$ cat src/rtl/ddr3_pkg.sv
// Shared definitions for the DDR3 application-interface burst engine:
// command codes, address width and the engine state encoding.
package ddr3_pkg;

    localparam int unsigned DDR3_ADDR_W = 29;

    localparam logic [2:0] DDR3_CMD_WR = 3'b000;
    localparam logic [2:0] DDR3_CMD_RD = 3'b001;

    typedef enum logic [1:0] {
        StIdle,
        StWr,
        StRd,
        StDone
    } ddr3_state_e;

endpackage

$ cat src/rtl/ddr3_app_burst_ctrl_if.sv
// DDR3 controller user application interface (command, write-data, read-data).
// master = burst engine side, slave = controller side.
interface ddr3_app_burst_ctrl_if;
    import ddr3_pkg::*;

    logic [DDR3_ADDR_W-1:0] app_addr;
    logic [2:0]             app_cmd;
    logic                   app_en;
    logic                   app_rdy;
    logic [255:0]           app_wdf_data;
    logic [31:0]            app_wdf_mask;
    logic                   app_wdf_wren;
    logic                   app_wdf_end;
    logic                   app_wdf_rdy;
    logic [255:0]           app_rd_data;
    logic                   app_rd_data_valid;
    logic                   app_rd_data_end;

    modport master (
        output app_addr, app_cmd, app_en, app_wdf_data, app_wdf_mask, app_wdf_wren,
               app_wdf_end,
        input  app_rdy, app_wdf_rdy, app_rd_data, app_rd_data_valid, app_rd_data_end
    );

    modport slave (
        input  app_addr, app_cmd, app_en, app_wdf_data, app_wdf_mask, app_wdf_wren,
               app_wdf_end,
        output app_rdy, app_wdf_rdy, app_rd_data, app_rd_data_valid, app_rd_data_end
    );

endinterface

$ cat src/rtl/ddr3_rd_watchdog.sv
// Read-return watchdog: counts idle cycles while running, reloads on each kick,
// and pulses expire_o once 2^Width cycles pass without a kick.
module ddr3_rd_watchdog #(
    parameter int unsigned Width = 20
) (
    input  logic clk_i,
    input  logic rst_ni,
    input  logic run_i,
    input  logic kick_i,
    output logic expire_o
);

    logic [Width-1:0] cnt_q, cnt_d;

    always_comb begin
        cnt_d = cnt_q;
        if (!run_i || kick_i) begin
            cnt_d = '0;
        end else begin
            cnt_d = cnt_q + Width'(1);
        end
    end

    always_ff @(posedge clk_i or negedge rst_ni) begin
        if (!rst_ni) begin
            cnt_q <= '0;
        end else begin
            cnt_q <= cnt_d;
        end
    end

    assign expire_o = run_i && !kick_i && (cnt_q == '1);

endmodule

$ cat src/rtl/ddr3_app_burst_ctrl.sv
// Burst engine driving the DDR3 controller user interface in the ui_clk domain.
// Optional read watchdog and rd_timeout port under `DDR3_RD_TIMEOUT_EN.
module ddr3_app_burst_ctrl
    import ddr3_pkg::*;
#(
    parameter int unsigned LEN_W     = 16,
    parameter int unsigned ADDR_STEP = 8
) (
    input  logic                   ui_clk,
    input  logic                   sys_rst,
    input  logic                   init_calib_complete,
    input  logic                   wr_start,
    input  logic                   rd_start,
    input  logic [DDR3_ADDR_W-1:0] base_addr,
    input  logic [LEN_W-1:0]       burst_len,
    input  logic [255:0]           wr_din,
    input  logic                   wr_din_valid,
    output logic                   wr_din_ready,
    output logic [255:0]           rd_dout,
    output logic                   rd_dout_valid,
    output logic                   busy,
    output logic                   done,
`ifdef DDR3_RD_TIMEOUT_EN
    output logic                   rd_timeout,
`endif
    ddr3_app_burst_ctrl_if.master  app
);

    localparam logic [LEN_W-1:0] One = LEN_W'(1);

    ddr3_state_e            state_q, state_d;
    logic [DDR3_ADDR_W-1:0] base_q, base_d;
    logic [LEN_W-1:0]       len_q, len_d;
    logic [LEN_W-1:0]       dcnt_q, dcnt_d;
    logic [LEN_W-1:0]       ccnt_q, ccnt_d;
    logic [LEN_W-1:0]       rcnt_q, rcnt_d;

    logic                   cmd_en;
    logic [2:0]             cmd_code;
    logic                   wdf_wren;
    logic [DDR3_ADDR_W-1:0] addr_off;
    logic                   wd_expire;
    logic                   unused_rd_end;

    assign unused_rd_end = app.app_rd_data_end;

`ifdef DDR3_RD_TIMEOUT_EN
    ddr3_rd_watchdog #(
        .Width (20)
    ) u_rd_watchdog (
        .clk_i    (ui_clk),
        .rst_ni   (sys_rst),
        .run_i    ((state_q == StRd) && (rcnt_q < len_q)),
        .kick_i   (app.app_rd_data_valid),
        .expire_o (wd_expire)
    );
    assign rd_timeout = wd_expire;
`else
    assign wd_expire = 1'b0;
`endif

    always_comb begin
        state_d       = state_q;
        base_d        = base_q;
        len_d         = len_q;
        dcnt_d        = dcnt_q;
        ccnt_d        = ccnt_q;
        rcnt_d        = rcnt_q;
        wr_din_ready  = 1'b0;
        wdf_wren      = 1'b0;
        cmd_en        = 1'b0;
        cmd_code      = DDR3_CMD_WR;
        rd_dout_valid = 1'b0;
        done          = 1'b0;

        unique case (state_q)
            StIdle: begin
                // wr_start has priority; a simultaneous rd_start is dropped
                if (init_calib_complete && (wr_start || rd_start)) begin
                    base_d = base_addr;
                    len_d  = burst_len;
                    dcnt_d = '0;
                    ccnt_d = '0;
                    rcnt_d = '0;
                    if (burst_len == '0) begin
                        state_d = StDone;
                    end else if (wr_start) begin
                        state_d = StWr;
                    end else begin
                        state_d = StRd;
                    end
                end
            end
            StWr: begin
                wr_din_ready = app.app_wdf_rdy && (dcnt_q < len_q);
                wdf_wren     = wr_din_valid && wr_din_ready;
                if (wdf_wren) begin
                    dcnt_d = dcnt_q + One;
                end
                // A command is only offered for data already in the write FIFO
                cmd_en = (ccnt_q < dcnt_q);
                if (cmd_en && app.app_rdy) begin
                    ccnt_d = ccnt_q + One;
                end
                if (ccnt_d == len_q) begin
                    state_d = StDone;
                end
            end
            StRd: begin
                cmd_code      = DDR3_CMD_RD;
                cmd_en        = (ccnt_q < len_q);
                rd_dout_valid = app.app_rd_data_valid;
                if (cmd_en && app.app_rdy) begin
                    ccnt_d = ccnt_q + One;
                end
                if (app.app_rd_data_valid) begin
                    rcnt_d = rcnt_q + One;
                end
                if ((rcnt_d == len_q) || wd_expire) begin
                    state_d = StDone;
                end
            end
            StDone: begin
                done    = 1'b1;
                state_d = StIdle;
            end
            default: begin
                state_d = StIdle;
            end
        endcase
    end

    always_ff @(posedge ui_clk or negedge sys_rst) begin
        if (!sys_rst) begin
            state_q <= StIdle;
            base_q  <= '0;
            len_q   <= '0;
            dcnt_q  <= '0;
            ccnt_q  <= '0;
            rcnt_q  <= '0;
        end else begin
            state_q <= state_d;
            base_q  <= base_d;
            len_q   <= len_d;
            dcnt_q  <= dcnt_d;
            ccnt_q  <= ccnt_d;
            rcnt_q  <= rcnt_d;
        end
    end

    // Address is derived from ccnt, so it cannot move while a command waits for app_rdy
    assign addr_off = DDR3_ADDR_W'(ccnt_q) * DDR3_ADDR_W'(ADDR_STEP);

    assign app.app_addr     = base_q + addr_off;
    assign app.app_cmd      = cmd_code;
    assign app.app_en       = cmd_en;
    assign app.app_wdf_data = wr_din;
    assign app.app_wdf_mask = '0;
    assign app.app_wdf_wren = wdf_wren;
    assign app.app_wdf_end  = wdf_wren;

    assign rd_dout = (state_q == StRd) ? app.app_rd_data : '0;
    assign busy    = (state_q != StIdle);

endmodule

$ cat src/flat_wrapper.sv
// flat-port wrapper written by rule: the top's interface ports become plain ports
module ddr3_app_burst_ctrl_flat import ddr3_pkg::*;
#(
    parameter int unsigned LEN_W     = 16,
    parameter int unsigned ADDR_STEP = 8
)
  (ui_clk, sys_rst, init_calib_complete, wr_start, rd_start, base_addr, burst_len, wr_din, wr_din_valid, wr_din_ready, rd_dout, rd_dout_valid, busy, done, app_app_addr, app_app_cmd, app_app_en, app_app_wdf_data, app_app_wdf_mask, app_app_wdf_wren, app_app_wdf_end, app_app_rdy, app_app_wdf_rdy, app_app_rd_data, app_app_rd_data_valid, app_app_rd_data_end);
  ddr3_app_burst_ctrl_if app_i ();
  input  logic ui_clk;
  input  logic sys_rst;
  input  logic init_calib_complete;
  input  logic wr_start;
  input  logic rd_start;
  input  logic [DDR3_ADDR_W-1:0] base_addr;
  input  logic [LEN_W-1:0] burst_len;
  input  logic [255:0] wr_din;
  input  logic wr_din_valid;
  output logic wr_din_ready;
  output logic [255:0] rd_dout;
  output logic rd_dout_valid;
  output logic busy;
  output logic done;
  output wire logic [$bits(app_i.app_addr)-1:0] app_app_addr;
  output wire logic [$bits(app_i.app_cmd)-1:0] app_app_cmd;
  output wire logic [$bits(app_i.app_en)-1:0] app_app_en;
  output wire logic [$bits(app_i.app_wdf_data)-1:0] app_app_wdf_data;
  output wire logic [$bits(app_i.app_wdf_mask)-1:0] app_app_wdf_mask;
  output wire logic [$bits(app_i.app_wdf_wren)-1:0] app_app_wdf_wren;
  output wire logic [$bits(app_i.app_wdf_end)-1:0] app_app_wdf_end;
  input wire logic [$bits(app_i.app_rdy)-1:0] app_app_rdy;
  input wire logic [$bits(app_i.app_wdf_rdy)-1:0] app_app_wdf_rdy;
  input wire logic [$bits(app_i.app_rd_data)-1:0] app_app_rd_data;
  input wire logic [$bits(app_i.app_rd_data_valid)-1:0] app_app_rd_data_valid;
  input wire logic [$bits(app_i.app_rd_data_end)-1:0] app_app_rd_data_end;
  assign app_app_addr = app_i.app_addr;
  assign app_app_cmd = app_i.app_cmd;
  assign app_app_en = app_i.app_en;
  assign app_app_wdf_data = app_i.app_wdf_data;
  assign app_app_wdf_mask = app_i.app_wdf_mask;
  assign app_app_wdf_wren = app_i.app_wdf_wren;
  assign app_app_wdf_end = app_i.app_wdf_end;
  assign app_i.app_rdy = app_app_rdy;
  assign app_i.app_wdf_rdy = app_app_wdf_rdy;
  assign app_i.app_rd_data = app_app_rd_data;
  assign app_i.app_rd_data_valid = app_app_rd_data_valid;
  assign app_i.app_rd_data_end = app_app_rd_data_end;
  ddr3_app_burst_ctrl #(.LEN_W(LEN_W), .ADDR_STEP(ADDR_STEP)) u_core (.ui_clk(ui_clk), .sys_rst(sys_rst), .init_calib_complete(init_calib_complete), .wr_start(wr_start), .rd_start(rd_start), .base_addr(base_addr), .burst_len(burst_len), .wr_din(wr_din), .wr_din_valid(wr_din_valid), .wr_din_ready(wr_din_ready), .rd_dout(rd_dout), .rd_dout_valid(rd_dout_valid), .busy(busy), .done(done), .app(app_i));
endmodule
$ cat config.mk
export PLATFORM = sky130hd
export DESIGN_NAME = ddr3_app_burst_ctrl_flat
export DESIGN_NICKNAME = d
export VERILOG_FILES = /design/src/rtl/ddr3_pkg.sv /design/src/rtl/ddr3_app_burst_ctrl_if.sv /design/src/rtl/ddr3_rd_watchdog.sv /design/src/rtl/ddr3_app_burst_ctrl.sv /design/src/flat_wrapper.sv
export SDC_FILE = /design/constraint.sdc
export NUM_CORES = 1
export LEC_CHECK = 0
export BUFFER_PORTS_ARGS = -buffer_cell sky130_fd_sc_hd__buf_4
export CORE_AREA = 3 3 452 454
export CTS_CLUSTER_SIZE = 10
export DETAILED_ROUTE_END_ITERATION = 16
export DIE_AREA = 0 0 455 457
export PLACE_DENSITY_LB_ADDON = 0.3
export SLEW_MARGIN = 10
export SYNTH_ARGS = -nofsm -noshare
export SYNTH_HDL_FRONTEND = slang
export SYNTH_HIERARCHICAL = 1
export SYNTH_SLANG_ARGS = --single-unit
$ cat constraint.sdc
create_clock -name ui_clk -period 8.7 [get_ports ui_clk]
set_clock_uncertainty 0.2 [all_clocks]
set_input_delay 0.435 -clock ui_clk [delete_from_list [all_inputs] [get_ports ui_clk]]
set_output_delay 0.435 -clock ui_clk [all_outputs]
set_load 0.02 [all_outputs]
==> results.md <==
* First-pass GRT wire length at 127 mm
* Hold Fails Final Rpt at 0
* Startpoint Class: flip-flop
* Worst Path Required at 8.07 ns
* Count of clock tree sinks at 95
* Synth Flop Type: dfrtp_1
* Die Span Y at 457 um
* Antenna viol nets, final at 0
* Setup_tns at 0 ns
* Int Pwr at 0.00198 W
* FF+latch count, synth at 95
* Adder-Cell Fraction of Synth Area at 7.64%
* Minimum clock period at 4.53 ns
* Compound-cell area share of the yosys netlist at 12.5%
* Count of input and output buffers at 602
* Outcome: complete, no violations
* R2R setup slack at 4.72 ns
* HP Start: base_addr[9]
* Fill cells at 23,500
* Overflow after GRT at 0
* Initial drt markers at 588
* CTS Buf Count at 9
* DP Wirelength at 94.1 mm
* Cell Chain, Critical Path: ha_1, inv_1, fa_1, nor2b_1, o21ai_0, nand2b_1, a311o_1, a31o_2, o41a_1, a31oi_1, nor2_1, xor2_1, buf_4
* Largest net degree at the start of global routing at 122
* Rel. slew slack at 22.4%
* GP Congestion at 0.863
* Static Leak at 7.47 nW
* R2r endpoint: u_core/state_q[1]
* Ys async rst share at 100%
* CP max-delay cell: dfrtp_1
* Antenna violations before repair at 45
* Final WL at 103 mm
* Combinational cell fraction of total power at 72.5%
* HP Class: in -> reg
* Final period util at 52.0%
* Synth area leader: dfrtp_1
* Type of destination of the critical path: output port
* Clock power frac at 10.1%
* Max incr delay on CP at 0.49 ns
* WS Path Type: reg -> out
* Synth Area in Simple Gates at 24.9%
* Worst path depth at 13
* Die W at 455 um
* Worst reg-to-reg path cell count at 10
* Switch Pwr at 0.00234 W
* Clock transition at path regs at 0.08 ns
* Post-CTS Resized at 0
* Max_cap viols at 0
* Gr usage total at 9.43%
* Crit path max fanout at 9
* CP delay by family, top: compound AO/OA/AOI/OAI gates
* PwrDens at 249 mW/mm^2
* Post-synth EDFFs at 0
* Yosys warnings at 6
* Sw Share at 54.1%
* Fin area at 0.0173 mm^2
* Largest cells by area after synthesis: dfrtp_1, buf_4, and2_1
* Fin. max-slew vios at 0
* Clk buf depth at 2
* Clock Tree Root: clkbuf_16
* Vias/cell at 2.55
* Worst hold path endpoint: u_core/base_q[9]
* XOR/XNOR Fraction of Synth Area at 5.99%
* Worst vdd ir at 0.108 mV
* Dpl cell area at 0.0170 mm^2
* Row count at 164
* IO Count at 1,150
* Final setup vio count at 0
* Initial Util at 5.70%
* Fraction of synthesized area in multiplexers at 4.93%
* Worst Max-Slew Pin Slew at 1.16 ns
* Worst Path Buf+Inv at 2
* Max frequency at 0.221 GHz
* Worst Setup SP: u_core/ccnt_q[0]
* Via Count at 11,200
* Vias in the first global route at 11,400
* Distinct cell type count after synthesis at 73
* Die ar. at 0.208 mm^2
* Data arrival, critical path at 3.89 ns
* Fraction of layout instances using a drive strength above 1 at 39.9%
* Reg power frac at 17.3%
* Synthesized area at 0.0114 mm^2
* Post-CTS setup repair buffer count at 0
* Cells after Synth at 1,414
* H-tree levels at 3
* CTS tree: done
* Hold_ws at 0.0790 ns
* Post-Syn Area per Cell at 8.06 um^2
* DRC at 0
* Register area share after synthesis at 20.9%
* Area grow syn2layout at 52.0%
* Wire per inst at 23.5 um
* Core box area at 0.200 mm^2
* Reg2reg start: u_core/ccnt_q[11]
* Largest family of logic cells by synthesized area: simple AND/OR/NAND/NOR gates
* Detailed Routing Iterations Pass 1 at 5
* Hold Path Stages at 2
* Nets at 2,348
* Skew-Pair Late Insertion Delay at 0.38 ns
* RSZ-0062 raised after global routing: no
* Top-area cell type share of the netlist area at 20.9%
==> per-layer routing <==
layer	vias to the layer above	global-route usage [%]	share of wire [%]
met3	248	7.24	17
li1	5057	-	-
met1	5212	7.38	27
met4	28	4.06	5.0
met2	623	17.0	51
met5	-	0	0.17
==> registers in the layout, summed over array words and instances, names as in the netlist <==
register	flops
u_core/base_q	29
u_core/ccnt_q	16
u_core/dcnt_q	16
u_core/len_q	16
u_core/rcnt_q	16
u_core/state_q	2
==> cell usage after synthesis, types with 4 or more instances <==
master and count:
a2111oi_0 4, a21o_1 16, a21oi_1 62, a311oi_1 5, a31oi_1 10, and2_1 259, and3_1 23, and4_1 5
buf_1 4, buf_4 294, clkbuf_1 54, dfrtp_1 95, ha_1 68, inv_1 50, mux2_2 45, mux2i_1 4
nand2_1 42, nand2b_1 14, nand3_1 32, nand4_1 18, nor2_1 48, nor2b_1 6, nor3_1 20, nor3b_1 4
nor4_1 5, o21a_1 10, o21ai_0 59, o31ai_1 15, or3_1 4, xnor2_1 46, xor2_1 32
==> through the flow <==
| step | total power, W | instances | setup slack [ns] | util (%) |
|---|---|---|---|---|
| after floorplan | 0.00256 | 1447 | 5.16 | - |
| after global routing | 0.00463 | 4376 | 3.86 | 8.65 |
| after CTS | 0.00449 | 4372 | 4.05 | 8.65 |
| after detailed placement | 0.00402 | 4356 | 4.50 | 8.49 |
| after global placement | 0.00402 | 4356 | 4.50 | 8.49 |
| final | 0.00432 | 4386 | 4.17 | 8.66 |
==> how the worst max path moves through the flow <==
stage	slack [ns]	end
final	4.17	app_app_addr[25]
after CTS	4.05	app_app_addr[25]
after global placement	4.50	app_app_addr[25]
after global routing	3.86	app_app_addr[25]
after floorplan	5.16	app_app_addr[21]
after detailed placement	4.50	app_app_addr[25]
==> logic make-up after synthesis <==
family          after synthesis
mux                          50
buf+inv                     406
compound gates              222
other cells                   1
fa+ha+maj                    69
xor+xnor                     78
simple gates                493
flops                        95
==> power by group through the flow <==
stage	logic, W	registers (W)	clock network [W]
floorplan	0.00190	0.000661	0
global placement	0.00325	0.000766	0
detailed placement	0.00326	0.000766	0
CTS	0.00327	0.000756	0.000461
global route	0.00338	0.000770	0.000472
finish	0.00313	0.000748	0.000438
==> area by class of cell <==
class | instances | area [um^2] | share of cell area [%]
multi-input cells | 946 | 6520 | 37.6
diodes | 14 | 35.0 | 0.202
well taps | 2656 | 3320 | 19.2
flip-flops and latches | 95 | 2380 | 13.7
repair buffers | 610 | 4580 | 26.4
clock buffers | 11 | 253 | 1.46
inverters | 50 | 188 | 1.08
clock inverters | 4 | 52.6 | 0.303
==> layout by cell type (no fill, tap or decap), types with 3 or more instances in the layout <==
| cell type | synthesis | routed |
|---|---|---|
| conb_1 | 1 | 34 |
| nand2_1 | 42 | 42 |
| inv_1 | 50 | 50 |
| a21oi_1 | 62 | 62 |
| a311oi_1 | 5 | 5 |
| o21a_1 | 10 | 10 |
| and2_1 | 259 | 259 |
| dfrtp_1 | 95 | 95 |
| clkbuf_16 | 0 | 9 |
| a31oi_1 | 10 | 10 |
| nand4_1 | 18 | 18 |
| ha_1 | 68 | 67 |
| nor3b_1 | 4 | 4 |
| o21ai_0 | 59 | 58 |
| and3_1 | 23 | 23 |
| and4_1 | 5 | 5 |
| nor4_1 | 5 | 5 |
| or3_1 | 4 | 4 |
| mux2_2 | 45 | 45 |
| nor2b_1 | 6 | 6 |
| o2111ai_1 | 3 | 3 |
| o31ai_1 | 15 | 15 |
| or2_2 | 3 | 3 |
| xnor2_1 | 46 | 46 |
| mux2i_1 | 4 | 4 |
| diode_2 | 0 | 14 |
| nand3_1 | 32 | 32 |
| a21o_1 | 16 | 16 |
| a2111oi_0 | 4 | 4 |
| o21bai_1 | 3 | 3 |
| o21ai_1 | 2 | 3 |
| o41ai_1 | 3 | 3 |
| o211ai_1 | 3 | 3 |
| xor2_1 | 32 | 32 |
| buf_4 | 294 | 609 |
| nor2_1 | 48 | 48 |
| nor3_1 | 20 | 20 |
| nand2b_1 | 14 | 14 |
==> timing repair <==
action                                  CTS  global route
endpoints found under the setup margin    0             0
hold endpoints to repair                 41             0
hold buffers                              1             0
No activity file was read; power rests on OpenSTA's default activity.
